==> src/rtl/hazard_ctrl.sv <==
// hazard_ctrl: pipeline hazard/stall controller (load-use stall, taken-branch
// flush, multi-cycle MDU occupancy of EX) with a saturating stall-cycle counter.
// Ports: clk/reset; ID sources rs1_d/rs2_d/use_rs*_d; EX info rd_e, mem_read_e,
//   branch_taken_e, mdu_start_e; outputs stall_f/d/e, flush_d/e/m, mdu_busy,
//   mdu_done, stall_cycles.
// Latency: all controls are combinational (same cycle); only FSM, cnt and counter are flops.
module hazard_ctrl #(
  parameter int REG_W   = 5,
  parameter int MDU_LAT = 4,
  parameter int CNT_W   = 32
) (
  input  logic             clk,
  input  logic             reset,
  input  logic [REG_W-1:0] rs1_d,
  input  logic [REG_W-1:0] rs2_d,
  input  logic             use_rs1_d,
  input  logic             use_rs2_d,
  input  logic [REG_W-1:0] rd_e,
  input  logic             mem_read_e,
  input  logic             branch_taken_e,
  input  logic             mdu_start_e,
  output logic             stall_f,
  output logic             stall_d,
  output logic             stall_e,
  output logic             flush_d,
  output logic             flush_e,
  output logic             flush_m,
  output logic             mdu_busy,
  output logic             mdu_done,
  output logic [CNT_W-1:0] stall_cycles
);

  // cnt holds at most MDU_LAT-2; $clog2(MDU_LAT) is always >= 1 for MDU_LAT >= 2.
  localparam int CW = $clog2(MDU_LAT);

  typedef enum logic {
    IDLE = 1'b0,
    BUSY = 1'b1
  } state_t;

  state_t           state_q, state_d;
  logic [CW-1:0]    cnt_q, cnt_d;
  logic [CNT_W-1:0] stall_cycles_q, stall_cycles_d;
  logic             lu;

  // x0 is hardwired zero, so a load targeting it never creates a dependency.
  assign lu = mem_read_e && (rd_e != '0) &&
              ((use_rs1_d && (rs1_d == rd_e)) || (use_rs2_d && (rs2_d == rd_e)));

  always_comb begin
    state_d  = state_q;
    cnt_d    = cnt_q;
    stall_f  = 1'b0;
    stall_d  = 1'b0;
    stall_e  = 1'b0;
    flush_d  = 1'b0;
    flush_e  = 1'b0;
    flush_m  = 1'b0;
    mdu_done = 1'b0;
    mdu_busy = (state_q == BUSY);

    case (state_q)
      IDLE: begin
        if (mdu_start_e && !branch_taken_e) begin
          // First MDU cycle: freeze front end and keep EX/MEM empty while the op computes.
          stall_f = 1'b1;
          stall_d = 1'b1;
          stall_e = 1'b1;
          flush_m = 1'b1;
          cnt_d   = CW'(MDU_LAT - 2);
          state_d = BUSY;
        end else if (branch_taken_e) begin
          // Branch squashes the younger instructions, which also removes any load-use hazard.
          flush_d = 1'b1;
          flush_e = 1'b1;
        end else if (lu) begin
          stall_f = 1'b1;
          stall_d = 1'b1;
          flush_e = 1'b1;
        end
      end
      BUSY: begin
        if (cnt_q != '0) begin
          stall_f = 1'b1;
          stall_d = 1'b1;
          stall_e = 1'b1;
          flush_m = 1'b1;
          cnt_d   = cnt_q - CW'(1);
        end else begin
          // Release cycle: the op leaves EX at this edge; a following MDU op restarts from IDLE.
          mdu_done = 1'b1;
          state_d  = IDLE;
        end
      end
      default: state_d = IDLE;
    endcase

    // Reset cycle: all controls quiet, state returns to IDLE with no done pulse.
    if (reset) begin
      state_d  = IDLE;
      cnt_d    = '0;
      stall_f  = 1'b0;
      stall_d  = 1'b0;
      stall_e  = 1'b0;
      flush_d  = 1'b0;
      flush_e  = 1'b0;
      flush_m  = 1'b0;
      mdu_done = 1'b0;
      mdu_busy = 1'b0;
    end
  end

  // Saturating count of cycles where the PC is held.
  always_comb begin
    stall_cycles_d = stall_cycles_q;
    if (stall_f && (stall_cycles_q != '1)) begin
      stall_cycles_d = stall_cycles_q + CNT_W'(1);
    end
  end

  always_ff @(posedge clk) begin
    if (reset) begin
      state_q        <= IDLE;
      cnt_q          <= '0;
      stall_cycles_q <= '0;
    end else begin
      state_q        <= state_d;
      cnt_q          <= cnt_d;
      stall_cycles_q <= stall_cycles_d;
    end
  end

  assign stall_cycles = stall_cycles_q;

endmodule

==> config.mk <==
export PLATFORM = sky130hd
export DESIGN_NAME = hazard_ctrl
export DESIGN_NICKNAME = d
export VERILOG_FILES = /design/src/rtl/hazard_ctrl.sv
export SDC_FILE = /design/constraint.sdc
export NUM_CORES = 1
export LEC_CHECK = 0
export ABC_AREA = 1
export BUFFER_PORTS_ARGS = -buffer_cell sky130_fd_sc_hd__buf_2
export CORE_ASPECT_RATIO = 0.7
export CORE_MARGIN = 2
export CORE_UTILIZATION = 53
export CTS_BUF_LIST = sky130_fd_sc_hd__clkbuf_8 sky130_fd_sc_hd__clkbuf_16
export CTS_CLUSTER_SIZE = 10
export DETAILED_ROUTE_END_ITERATION = 10
export GPL_TIMING_DRIVEN = 0
export HOLD_SLACK_MARGIN = 0.06
export PLACE_DENSITY_LB_ADDON = 0.1
export SLEW_MARGIN = 5
export SYNTH_ARGS = -nofsm -noshare
export SYNTH_HDL_FRONTEND = slang
export SYNTH_SLANG_ARGS = --single-unit
export TNS_END_PERCENT = 50
==> constraint.sdc <==
create_clock -name clk -period 2.75 [get_ports clk]
set_input_delay 0.275 -clock clk [delete_from_list [all_inputs] [get_ports clk]]
set_output_delay 0.275 -clock clk [all_outputs]
set_load 0.05 [all_outputs]
=== After elaboration in Yosys (flattened, before gate mapping) ===
Cells that the tools add are included.

* Register bits after elaboration: 35
* Input bits: 22
* Logic and storage cells: 46

* $add $sub $neg: 2
* Eq/ne operators: 5
* Mux-type cells: 24
* Bitwise operators: 1
* Reduce and logical (&&, ||, !) cells: 11

{| class="wikitable"
|+ Operators by type and width
! operator !! number
|-
| $add A32 B1 Y32 const B || 1
|-
| $ne A32 B32 Y1 const B || 1
|-
| $mux W1 || 19
|-
| $eq A5 B5 Y1 || 2
|-
| $logic_and A1 B1 Y1 || 6
|-
| $reduce_bool A5 Y1 || 1
|-
| $mux W2 || 2
|-
| $pmux W1 S2 || 2
|-
| $pmux W2 S2 || 1
|-
| $ne A2 B1 Y1 const B || 1
|-
| $ne A2 B2 Y1 const B || 1
|-
| $reduce_and A2 Y1 || 1
|-
| $reduce_bool A2 Y1 || 1
|-
| $sub A2 B1 Y2 const B || 1
|-
| $logic_not A1 Y1 || 1
|-
| $logic_or A1 B1 Y1 || 1
|-
| $not A1 Y1 || 1
|}

=== Depth between registers and ports, before layout ===
Gate-level depths: netlist of run 1.

* Depth in word-level cells: 10
* Gate-level depth with buffers: 13
* Mapped depth without buffers: 12

=== Worst setup path after synthesis of run 1 ===
OpenSTA, ideal clock, no wires.

* Kind: reg2out
* Start: register cnt_q[0]
* End: output stall_f
* Arrival: 2262 ps
* Data required time: 2475 ps
* Slack: 213 ps
* Cell stages (with the launch flop): 11
* Buffers on the path: 3
* Path through: dfxtp_1 > inv_1 > ha_1 > nand2_1 > nand2_1 > nor2_1 > inv_1 > nand2_1 > buf_6 > buf_4 > buf_4

* Cells in the longest elaborated chain, start to end: 4

{| class="wikitable"
|+ Ends and longest elaborated chain
! what !! line !! RTL
|-
| from (decl) || 42 || <nowiki>logic [CW-1:0] cnt_q, cnt_d;</nowiki>
|-
| from (signal assigned) || 128 || <nowiki>cnt_q <= cnt_d;</nowiki>
|-
| $reduce_bool A2 Y1 || 83 || <nowiki>if (cnt_q != '0) begin</nowiki>
|-
| $mux W1 || n/a ||
|-
| $pmux W1 S2 || n/a ||
|-
| $mux W1 || n/a ||
|-
| to (decl) || 22 || <nowiki>output logic stall_f,</nowiki>
|}

No other way between the ends.

=== Worst setup path after layout of run 1 ===
* Start: register cnt_q[0]
* End: output stall_f

* Cells in the longest elaborated chain, start to end: 4

{| class="wikitable"
|+ Ends and longest elaborated chain
! what !! line !! RTL
|-
| $reduce_bool A2 Y1 || 83 ||
|-
| $mux W1 || 83 ||
|-
| $pmux W1 S2 || 62 || <nowiki>case (state_q)</nowiki>
|-
| $mux W1 || 99 || <nowiki>if (reset) begin</nowiki>
|}

No other way between the ends.

==> summary.md, run 1 <==
| Metric | Value |
|---|---|
| Status | `finished, final reports clean` |
| Post-Synthesis Cell Area | `around 2400 µm²` |
| Yosys reg bits | `35` |
| I/O pin cnt | `62` |
| Sw Pwr | `about 0.32 mW` |
| First-pass GRT wire length | `11,010 µm` |
| Unrepaired setup endpoints after global routing | `no` |
| Ant diodes | `0` |
| H-tree depth | `2` |
| Die area | `5061 µm²` |
| Non-Filler Instances | `between 500 and 600` |
| Final antenna-violating net count | `0` |
| Fmax | `approximately 0.40 GHz` |
| First DRT Iteration DRCs | `~190` |
| Setup TNS | `0 ns` |
| Share of layout cells above drive strength 1 | `around 18%` |
| Worst-Margin Slew | `between 0.6 and 0.7 ns` |
| Max transition margin | `about three fifths` |
| Largest net degree at the start of global routing | `12` |
| Tcrit/Tclk final | `about nine tenths` |
| Core box area | `about 4300 µm²` |
| Site row count | `20` |
| Clock slew at reported path FFs | `0.07 ns` |
| Logic pwr share | `between 15 and 20%` |
| Pre-CTS setup slack | `slightly above 0.6 ns` |
| Sequential-to-total area share from yosys stat | `between 20 and 30%` |
| Fin. max-slew vios | `0` |
| Internal Power | `approximately 0.73 mW` |
| Critical path launch point type | `flop` |
| Cell area power density | `around 370 nW/µm²` |
| Area after DPL | `2754 µm²` |
| Number of flops mapped to enable cells by yosys | `0` |
| Wirelength, routed | `roughly 6700 µm` |
| Mean Syn Cell Area | `5.831 µm²` |
| Register area | `700.7 µm²` |
| Post-DP HPWL | `just over 5000 µm` |
| Leak | `roughly 1.4 nW` |
| Worst R2R Path Depth | `12` |
| Synth top area cells | `dfxtp_1 29%, nand2_1 19%, nor2_1 12%` |
| Setup crit end | `stall_f` |
| Synth Net Count | `433` |
| Grt ovf | `0` |
| Clk sinks | `35` |
| Final hold vios | `0` |
| Die W | `84.18 µm` |
| Initial antenna violation count | `0` |
| Seq pwr share | `between 40% and 50%` |
| CTS root buffer | `clkbuf_8` |
| Worst clock skew | `between 0.005 and 0.006 ns` |
| TritonRoute pass-1 iters | `7` |
| Cells after DPL | `about 520` |
| TritonCTS clock tree | `yes` |
| Wire length per cell | `roughly 13 µm` |
| CTS max path bufs | `2` |
| Layout area overhead | `18.89%` |
| Largest area contributor in the netlist | `dfxtp_1` |
| Crit path setup slack, layout | `roughly 0.26 ns` |
| Post-CTS sizing | `0` |
| FF-to-FF Start | `cnt_q[0]` |
| Via count | `between 2,000 and 3,000` |
| Post-Syn Instances | `slightly above 400` |
| Final Core Density | `65.49%` |
| GRT Util Overall | `about 28%` |
| Hold_ws | `0.2928 ns` |
| Total clock buffers created by CTS | `5` |
| CP required | `2.48 ns` |
| Setup crit end kind | `output port` |
| Final Cell Area | `between 2000 and 3000 µm²` |
| Fill cells | `approximately 440` |
| Max-cap violations | `0` |
| Arrival @ worst endpoint | `roughly 2.2 ns` |
| Post-synth top area share | `just under 30%` |
| Die height | `approximately 60 µm` |
| Minimum clock period | `~2.5 ns` |
| Share of flip-flops with an asynchronous set or reset | `0%` |
| Clk pwr share | `between 30% and 40%` |
| Post-layout nets | `500` |
| Later-pin clock latency in the skew report | `roughly 0.3 ns` |
| Average vias per placed instance | `between 5 and 6` |
| Worst setup startpoint | `cnt_q[0]` |
| Hold crit path type | `in2reg` |
| Cell with the most instances after synthesis | `nand2_1` |
| Post-CTS setup buffer count | `0` |
| Peak supply drop | `~0.26 mV` |
| Number of global-route vias before repair | `2,427` |
| Post-synth cell types | `26` |
| Top cells by count, synth | `120 x nand2_1, 74 x nor2_1, 55 x inv_1` |
| Worst r2r dst | `stall_cycles[23]` |
| DRC viols | `0` |
| I/O Buffers | `60` |
| Kind of critical path | `reg2out` |
| Initial Util | `a little under three fifths` |
| Endpoints failing setup | `0` |
| Max FO, Critical Path | `11` |
| Primary FF master, synth | `dfxtp_1` |
| Worst R2R Setup Slack | `0.75 ns` |
| Final GP Congestion | `between 0.9 and 1` |
| Synth warnings | `0` |
| Total power | `around 1.1 mW` |
| Hold_buf cts | `0` |
| Multi-input logic area | `between 1000 and 1500 µm²` |
| Switching Share | `between 30% and 40%` |
[worst max-delay path, cell delays in order (launching register included)]
cell,delay (ns)
dfxtp_1,0.31
inv_1,0.06
ha_1,0.21
nand2_1,0.11
nand2_1,0.08
nor2_1,0.24
inv_1,0.06
nand2_1,0.10
buf_6,0.17
buf_4,0.21
buf_4,0.12
buf_2,0.24
[cell families after synthesis]
kind of cell / synth area share, %
AND/OR/NAND/NOR: 49.21
buffers and inverters: 12.49
flip-flops: 29.38
AO/OA/AOI/OAI: 6.401
XOR/XNOR: 1.469
adder cells (fa/ha/maj): 1.049
[power groups by stage]
| stage | Sequential (mW) | Combinational, mW | Clock [mW] |
|---|---|---|---|
| 3_5_place_dp | 0.528 | 0.171 | 0 |
| 4_1_cts | 0.516 | 0.171 | 0.372 |
| 3_3_place_gp | 0.528 | 0.166 | 0 |
| 5_1_grt | 0.517 | 0.191 | 0.391 |
| 6_report | 0.516 | 0.172 | 0.364 |
| 2_1_floorplan | 0.533 | 0.111 | 0 |
[state kept, by name, indices dropped and copies added (netlist names)]
name and cells:
state_q 1, cnt_q 2, stall_cycles 32
[layout make-up]
type | instances | share of cell area, %
inverters | 57 | 7.546
repair buffers | 60 | 10.59
flip-flops and latches | 35 | 24.71
clock inverters | 3 | 0.4413
well taps | 55 | 2.427
multi-input cells | 304 | 48.90
clock buffers | 5 | 2.427
plain buffers | 13 | 2.957
[worst min-delay path by stage]
stage	to	cells past startpoint	slack (ns)	start
final	stall_cycles[22]	2	0.29	reset
after global routing	stall_cycles[22]	2	0.32	reset
after CTS	stall_cycles[22]	2	0.28	reset
after detailed placement	stall_cycles[3]	2	0.49	stall_cycles[3]
after global placement	stall_cycles[3]	2	0.48	stall_cycles[3]
after floorplan	cnt_q[0]	3	0.49	cnt_q[0]
[placed cells by master (no fill, tap or decap), types with 4 or more instances in the layout]
cell type and n:
nand2_1 120, nor2_1 74, buf_2 64, inv_1 57
nand3_1 49, dfxtp_1 35, a21oi_1 27, nor3_1 8
nand4_1 7, clkbuf_8 5, buf_4 4
[layer usage]
metal,track usage (%),part of all wire (%)
met2,41.95,40
met5,0,0
met1,40.64,50
met3,4.696,8.2
met4,10.60,1.4
Note: power is estimated with default switching activity, not from simulation.
==> inputs of run 2 (changes only) <==
--- a/config.mk
+++ b/config.mk
@@ -15,7 +15,9 @@
 export DETAILED_ROUTE_END_ITERATION = 10
 export GPL_TIMING_DRIVEN = 0
 export HOLD_SLACK_MARGIN = 0.06
+export MAX_ROUTING_LAYER = met4
 export PLACE_DENSITY_LB_ADDON = 0.1
+export RECOVER_POWER = 25
 export SLEW_MARGIN = 5
 export SYNTH_ARGS = -nofsm -noshare
 export SYNTH_HDL_FRONTEND = slang
==> summary.md, run 2 (same netlist as run 1, synthesis figures left out) <==
| Metric | Value |
|---|---|
| Number of global-route vias before repair | `2,304 (-5.1%)` |
| Post-CTS setup buffer count | `0 (unchanged)` |
| Final hold vios | `0 (unchanged)` |
| Largest net degree at the start of global routing | `12 (unchanged)` |
| Crit path setup slack, layout | `0.2524 ns (-0.01257 ns)` |
| Site row count | `20 (unchanged)` |
| Max FO, Critical Path | `11 (unchanged)` |
| Fill cells | `454 (+4.1%)` |
| Layout area overhead | `18.10%` |
| Setup crit end kind | `output port` |
| Post-DP HPWL | `5141 µm (-0.75%)` |
| First-pass GRT wire length | `10,930 µm (-0.75%)` |
| H-tree depth | `2 (unchanged)` |
| Core box area | `4329 µm² (unchanged)` |
| Fmax | `0.4004 GHz (-0.50%)` |
| Die W | `84.18 µm (unchanged)` |
| Setup TNS | `0 ns (unchanged)` |
| Multi-input logic area | `1386 µm² (unchanged)` |
| Commonest non-fill, non-tap cells in the layout | `120 x nand2_1, 74 x nor2_1, 57 x inv_1` |
| DRC viols | `0 (unchanged)` |
| Leak | `1.371 nW (-4.6%)` |
| CTS root buffer | `clkbuf_8` |
| Grt ovf | `0 (unchanged)` |
| Peak supply drop | `0.3296 mV (+27%)` |
| Post-layout nets | `500 (unchanged)` |
| TritonCTS clock tree | `yes` |
| Kind of critical path | `reg2out` |
| Pre-CTS setup slack | `0.5872 ns (-0.01966 ns)` |
| Clk sinks | `35 (unchanged)` |
| Endpoints failing setup | `0 (unchanged)` |
| Die area | `5061 µm² (unchanged)` |
| TritonRoute pass-1 iters | `5 (-2)` |
| Initial antenna violation count | `0 (unchanged)` |
| Tcrit/Tclk final | `90.82% (+0.46 points)` |
| Cell area power density | `372.2 nW/µm² (+0.29%)` |
| Hold_buf cts | `0 (unchanged)` |
| I/O Buffers | `60 (unchanged)` |
| Worst-Margin Slew | `0.6029 ns (-0.01902 ns)` |
| Max transition margin | `59.98% (+1.4 points)` |
| Total clock buffers created by CTS | `5 (unchanged)` |
| Clock slew at reported path FFs | `0.07 ns (about the same)` |
| Fin. max-slew vios | `0 (unchanged)` |
| Final GP Congestion | `0.9285 (+1.7%)` |
| Via count | `2,770 (-1.9%)` |
| Final antenna-violating net count | `0 (unchanged)` |
| Hold_ws | `0.3070 ns (+0.01417 ns)` |
| Initial Util | `55.09% (unchanged)` |
| Critical path launch point type | `flop` |
| Worst clock skew | `0.002622 ns (-0.003087 ns)` |
| Commonest non-fill, non-tap cell in the layout | `nand2_1` |
| Minimum clock period | `2.498 ns (+0.01257 ns)` |
| Arrival @ worst endpoint | `2.22 ns (about the same)` |
| Wire length per cell | `12.57 µm (about the same)` |
| First DRT Iteration DRCs | `233 (+26%)` |
| Final Cell Area | `2816 µm² (-0.66%)` |
| CP required | `2.48 ns (about the same)` |
| I/O pin cnt | `62 (unchanged)` |
| Register area | `700.7 µm² (unchanged)` |
| Die height | `60.12 µm (unchanged)` |
| GRT Util Overall | `28.69% (+0.63 points)` |
| Post-CTS sizing | `0 (unchanged)` |
| Max-cap violations | `0 (unchanged)` |
| Area after DPL | `2754 µm² (unchanged)` |
| Largest register FFs | `32 (unchanged)` |
| CTS max path bufs | `2 (unchanged)` |
| Share of layout cells above drive strength 1 | `14.68% (-3.1 points)` |
| Average vias per placed instance | `5.207 (-1.9%)` |
| Later-pin clock latency in the skew report | `0.29 ns (about the same)` |
| Wirelength, routed | `6686 µm (about the same)` |
| Status | `finished, final reports clean` |
| Hold crit path type | `in2reg` |
| Ant diodes | `0 (unchanged)` |
| Unrepaired setup endpoints after global routing | `no` |
[run 2: changes by cell type in the layout (fill, tap and decap cells not counted), sizes merged]
cell,previous run,this run
buf,71,56
clkbuf,7,22
[run 2: worst max-delay path: stages, from the launching register on]
cell     delay, ns
dfxtp_1       0.31
inv_1         0.06
ha_1          0.21
nand2_1       0.11
nand2_1       0.08
nor2_1        0.25
inv_1         0.07
nand2_1       0.10
buf_6         0.17
buf_4         0.21
buf_4         0.12
buf_2         0.24
[run 2: layout make-up]
cell class / instances / share of cell area, %
multi-input combinational: 304 / 49.22
buffer: 13 / 2.976
sequential: 35 / 24.88
inverter: 57 / 7.597
clock inverter: 3 / 0.4442
timing repair buffer: 60 / 9.996
clock buffer: 5 / 2.443
tap: 55 / 2.443
[run 2: power breakdown]
part	internal, mW	total [mW]	switching [mW]
combinational	0.0512	0.171	0.120
sequential	0.512	0.516	0.00451
clock	0.170	0.361	0.190
total	0.733	1.05	0.315
[run 2: metal layers]
| layer | vias up | GRT usage, % | wire [µm] | part of all wire, % |
|---|---|---|---|---|
| met4 | 0 | 8.525 | 68 | 1.0 |
| li1 | 1415 | - | - | - |
| met1 | 1247 | 41.05 | 3342 | 50 |
| met3 | 8 | 4.972 | 508 | 7.6 |
| met2 | 100 | 41.27 | 2766 | 41 |
| met5 | - | - | 0 | 0 |
[run 2: path summary, 6_finish.rpt]
path / cells past startpoint / endpoint / slack (ns) / startpoint
hold / removal: 2 / stall_cycles[3] / 0.31 / reset
setup / recovery: 11 / stall_f / 0.25 / cnt_q[0]
hold reg to reg: 2 / stall_cycles[3] / 0.50 / stall_cycles[3]
setup reg to reg: 12 / stall_cycles[30] / 0.76 / cnt_q[0]
[run 2: through the flow]
step	power [mW]	cells	util, %
6_report	1.048	532	65.06
5_1_grt	1.096	532	65.06
4_1_cts	1.055	532	65.49
3_5_place_dp	0.6976	524	63.61
3_3_place_gp	0.6942	524	63.61
2_1_floorplan	0.6446	409	-
==> inputs of run 3 (changes only) <==
--- a/config.mk
+++ b/config.mk
@@ -7,9 +7,11 @@
 export LEC_CHECK = 0
 export ABC_AREA = 1
 export BUFFER_PORTS_ARGS = -buffer_cell sky130_fd_sc_hd__buf_2
+export CELL_PAD_IN_SITES_DETAIL_PLACEMENT = 1
+export CELL_PAD_IN_SITES_GLOBAL_PLACEMENT = 1
 export CORE_ASPECT_RATIO = 0.7
 export CORE_MARGIN = 2
-export CORE_UTILIZATION = 53
+export CORE_UTILIZATION = 38
 export CTS_BUF_LIST = sky130_fd_sc_hd__clkbuf_8 sky130_fd_sc_hd__clkbuf_16
 export CTS_CLUSTER_SIZE = 10
 export DETAILED_ROUTE_END_ITERATION = 10
==> summary.md, run 3 (same netlist as run 1, synthesis figures left out) <==
| Metric | Value |
|---|---|
| I/O pin cnt | `62 (unchanged)` |
| Largest register FFs | `32 (unchanged)` |
| Area after DPL | `2783 µm² (+1.0%)` |
| First DRT Iteration DRCs | `77 (-67%)` |
| DRC viols | `0 (unchanged)` |
| Core box area | `6156 µm² (+42%)` |
| Minimum clock period | `2.467 ns (-0.03040 ns)` |
| Max FO, Critical Path | `11 (unchanged)` |
| Wirelength, routed | `7715 µm (+15%)` |
| Peak supply drop | `0.1288 mV (-61%)` |
| H-tree depth | `2 (unchanged)` |
| Initial Util | `38.74% (-16 points)` |
| Average vias per placed instance | `5.016 (-3.7%)` |
| CP required | `2.48 ns (about the same)` |
| Hold Path Depth | `2 (unchanged)` |
| Kind of critical path | `reg2out` |
| CTS max path bufs | `2 (unchanged)` |
| Die height | `70.28 µm (+17%)` |
| Worst R2R Setup Slack | `0.74 ns (-0.02 ns)` |
| Die area | `6936 µm² (+37%)` |
| Max transition margin | `54.61% (-5.4 points)` |
| TritonCTS clock tree | `yes` |
| Cells after DPL | `547 (+4.4%)` |
| Hold_ws | `0.2655 ns (-0.04143 ns)` |
| Clock slew at reported path FFs | `0.09 ns (+0.02 ns)` |
| Number of global-route vias before repair | `2,675 (+16%)` |
| Cell area power density | `387.5 nW/µm² (+4.1%)` |
| Clk sinks | `35 (unchanged)` |
| Share of layout cells above drive strength 1 | `15.09% (+0.42 points)` |
| Hold endpoint | `stall_cycles[2]` |
| Non-Filler Instances | `555 (+4.3%)` |
| Post-layout nets | `500 (unchanged)` |
| Worst-Margin Slew | `0.6809 ns (+0.07802 ns)` |
| CTS root buffer | `clkbuf_8` |
| Total clock buffers created by CTS | `5 (unchanged)` |
| Final hold vios | `0 (unchanged)` |
| Tcrit/Tclk final | `89.72% (-1.1 points)` |
| Max-cap violations | `0 (unchanged)` |
| Setup TNS | `0 ns (unchanged)` |
| Fin. max-slew vios | `0 (unchanged)` |
| Hold crit path type | `in2reg` |
| TritonRoute pass-1 iters | `4 (-1)` |
| Later-pin clock latency in the skew report | `0.29 ns (about the same)` |
| Final antenna-violating net count | `0 (unchanged)` |
| Post-DP HPWL | `5921 µm (+15%)` |
| I/O Buffers | `60 (unchanged)` |
| FF-to-FF Start | `cnt_q[0]` |
| HP Start | `reset` |
| Worst r2r dst | `stall_cycles[30]` |
| Arrival @ worst endpoint | `2.19 ns (-0.03 ns)` |
| Critical path launch point type | `flop` |
| Leak | `1.367 nW (-0.26%)` |
| Final GP Congestion | `0.8430 (-9.2%)` |
| Layout area overhead | `20.04%` |
| Commonest non-fill, non-tap cells in the layout | `120 x nand2_1, 74 x nor2_1, 55 x inv_1` |
| Initial antenna violation count | `0 (unchanged)` |
| Setup crit end kind | `output port` |
| Endpoints failing setup | `0 (unchanged)` |
| Hold_buf cts | `0 (unchanged)` |
| Commonest non-fill, non-tap cell in the layout | `nand2_1` |
| Fmax | `0.4053 GHz (+1.2%)` |
| Ant diodes | `0 (unchanged)` |
| Site row count | `24 (+20%)` |
| Wire length per cell | `13.90 µm (+11%)` |
| Post-CTS setup buffer count | `0 (unchanged)` |
| Via count | `2,784 (+0.51%)` |
| Total power | `1.109 mW (+5.8%)` |
| Status | `finished, final reports clean` |
| Die W | `98.69 µm (+17%)` |
| GRT Util Overall | `23.41% (-5.3 points)` |
| First-pass GRT wire length | `12,820 µm (+17%)` |
| Largest net degree at the start of global routing | `13 (+1)` |
| Post-CTS sizing | `0 (unchanged)` |
| Final Cell Area | `2863 µm² (+1.6%)` |
| Unrepaired setup endpoints after global routing | `no` |
| Worst R2R Path Depth | `12 (unchanged)` |
| Grt ovf | `0 (unchanged)` |
| Worst clock skew | `0.01398 ns (+0.01135 ns)` |
run 3: layout make-up:
type / instances / area (µm²)
clock inverter: 2 / 16.27
inverter: 57 / 214.0
buffer: 13 / 83.83
tap: 78 / 97.59
multi-input combinational: 304 / 1386
timing repair buffer: 60 / 281.5
sequential: 35 / 700.7
clock buffer: 6 / 82.58
fill: 920 / 3293
run 3: power by group:
| part | total (mW) | switching (mW) | internal, mW |
|---|---|---|---|
| Sequential | 0.516 | 0.00450 | 0.512 |
| Clock | 0.420 | 0.215 | 0.205 |
| Combinational | 0.173 | 0.122 | 0.0516 |
| Total | 1.11 | 0.341 | 0.768 |
run 3: stage by stage:
stage	setup WS, ns	utilization [%]
2_1_floorplan	0.2126	-
3_3_place_gp	0.6394	45.20
3_5_place_dp	0.6137	45.20
4_1_cts	0.2672	46.81
5_1_grt	0.09386	46.50
6_report	0.2828	46.50
run 3: worst max-delay path by stage:
| stage | from | end | slack, ns | depth (start not counted) |
|---|---|---|---|---|
| after global placement | cnt_q[0] | stall_f | 0.64 | 11 |
| after detailed placement | cnt_q[0] | stall_f | 0.61 | 11 |
| after floorplan | cnt_q[0] | stall_f | 0.21 | 10 |
| after CTS | cnt_q[0] | stall_f | 0.27 | 11 |
| after global routing | cnt_q[0] | stall_f | 0.09 | 11 |
| final | cnt_q[0] | stall_f | 0.28 | 11 |
run 3: routing by layer:
layer / GRT usage [%] / share of wire, % / routed length (µm)
met1: 32.36 / 50 / 3867
met2: 36.89 / 45 / 3453
met3: 3.704 / 4.7 / 359
met4: 3.957 / 0.44 / 34
met5: - / 0 / 0
run 3: critical path, stage by stage, from the launching register on:
cell	delay [ns]
dfxtp_1	0.32
inv_1	0.06
ha_1	0.20
nand2_1	0.11
nand2_1	0.09
nor2_1	0.21
inv_1	0.07
nand2_1	0.09
buf_6	0.17
buf_4	0.20
buf_4	0.12
buf_2	0.24
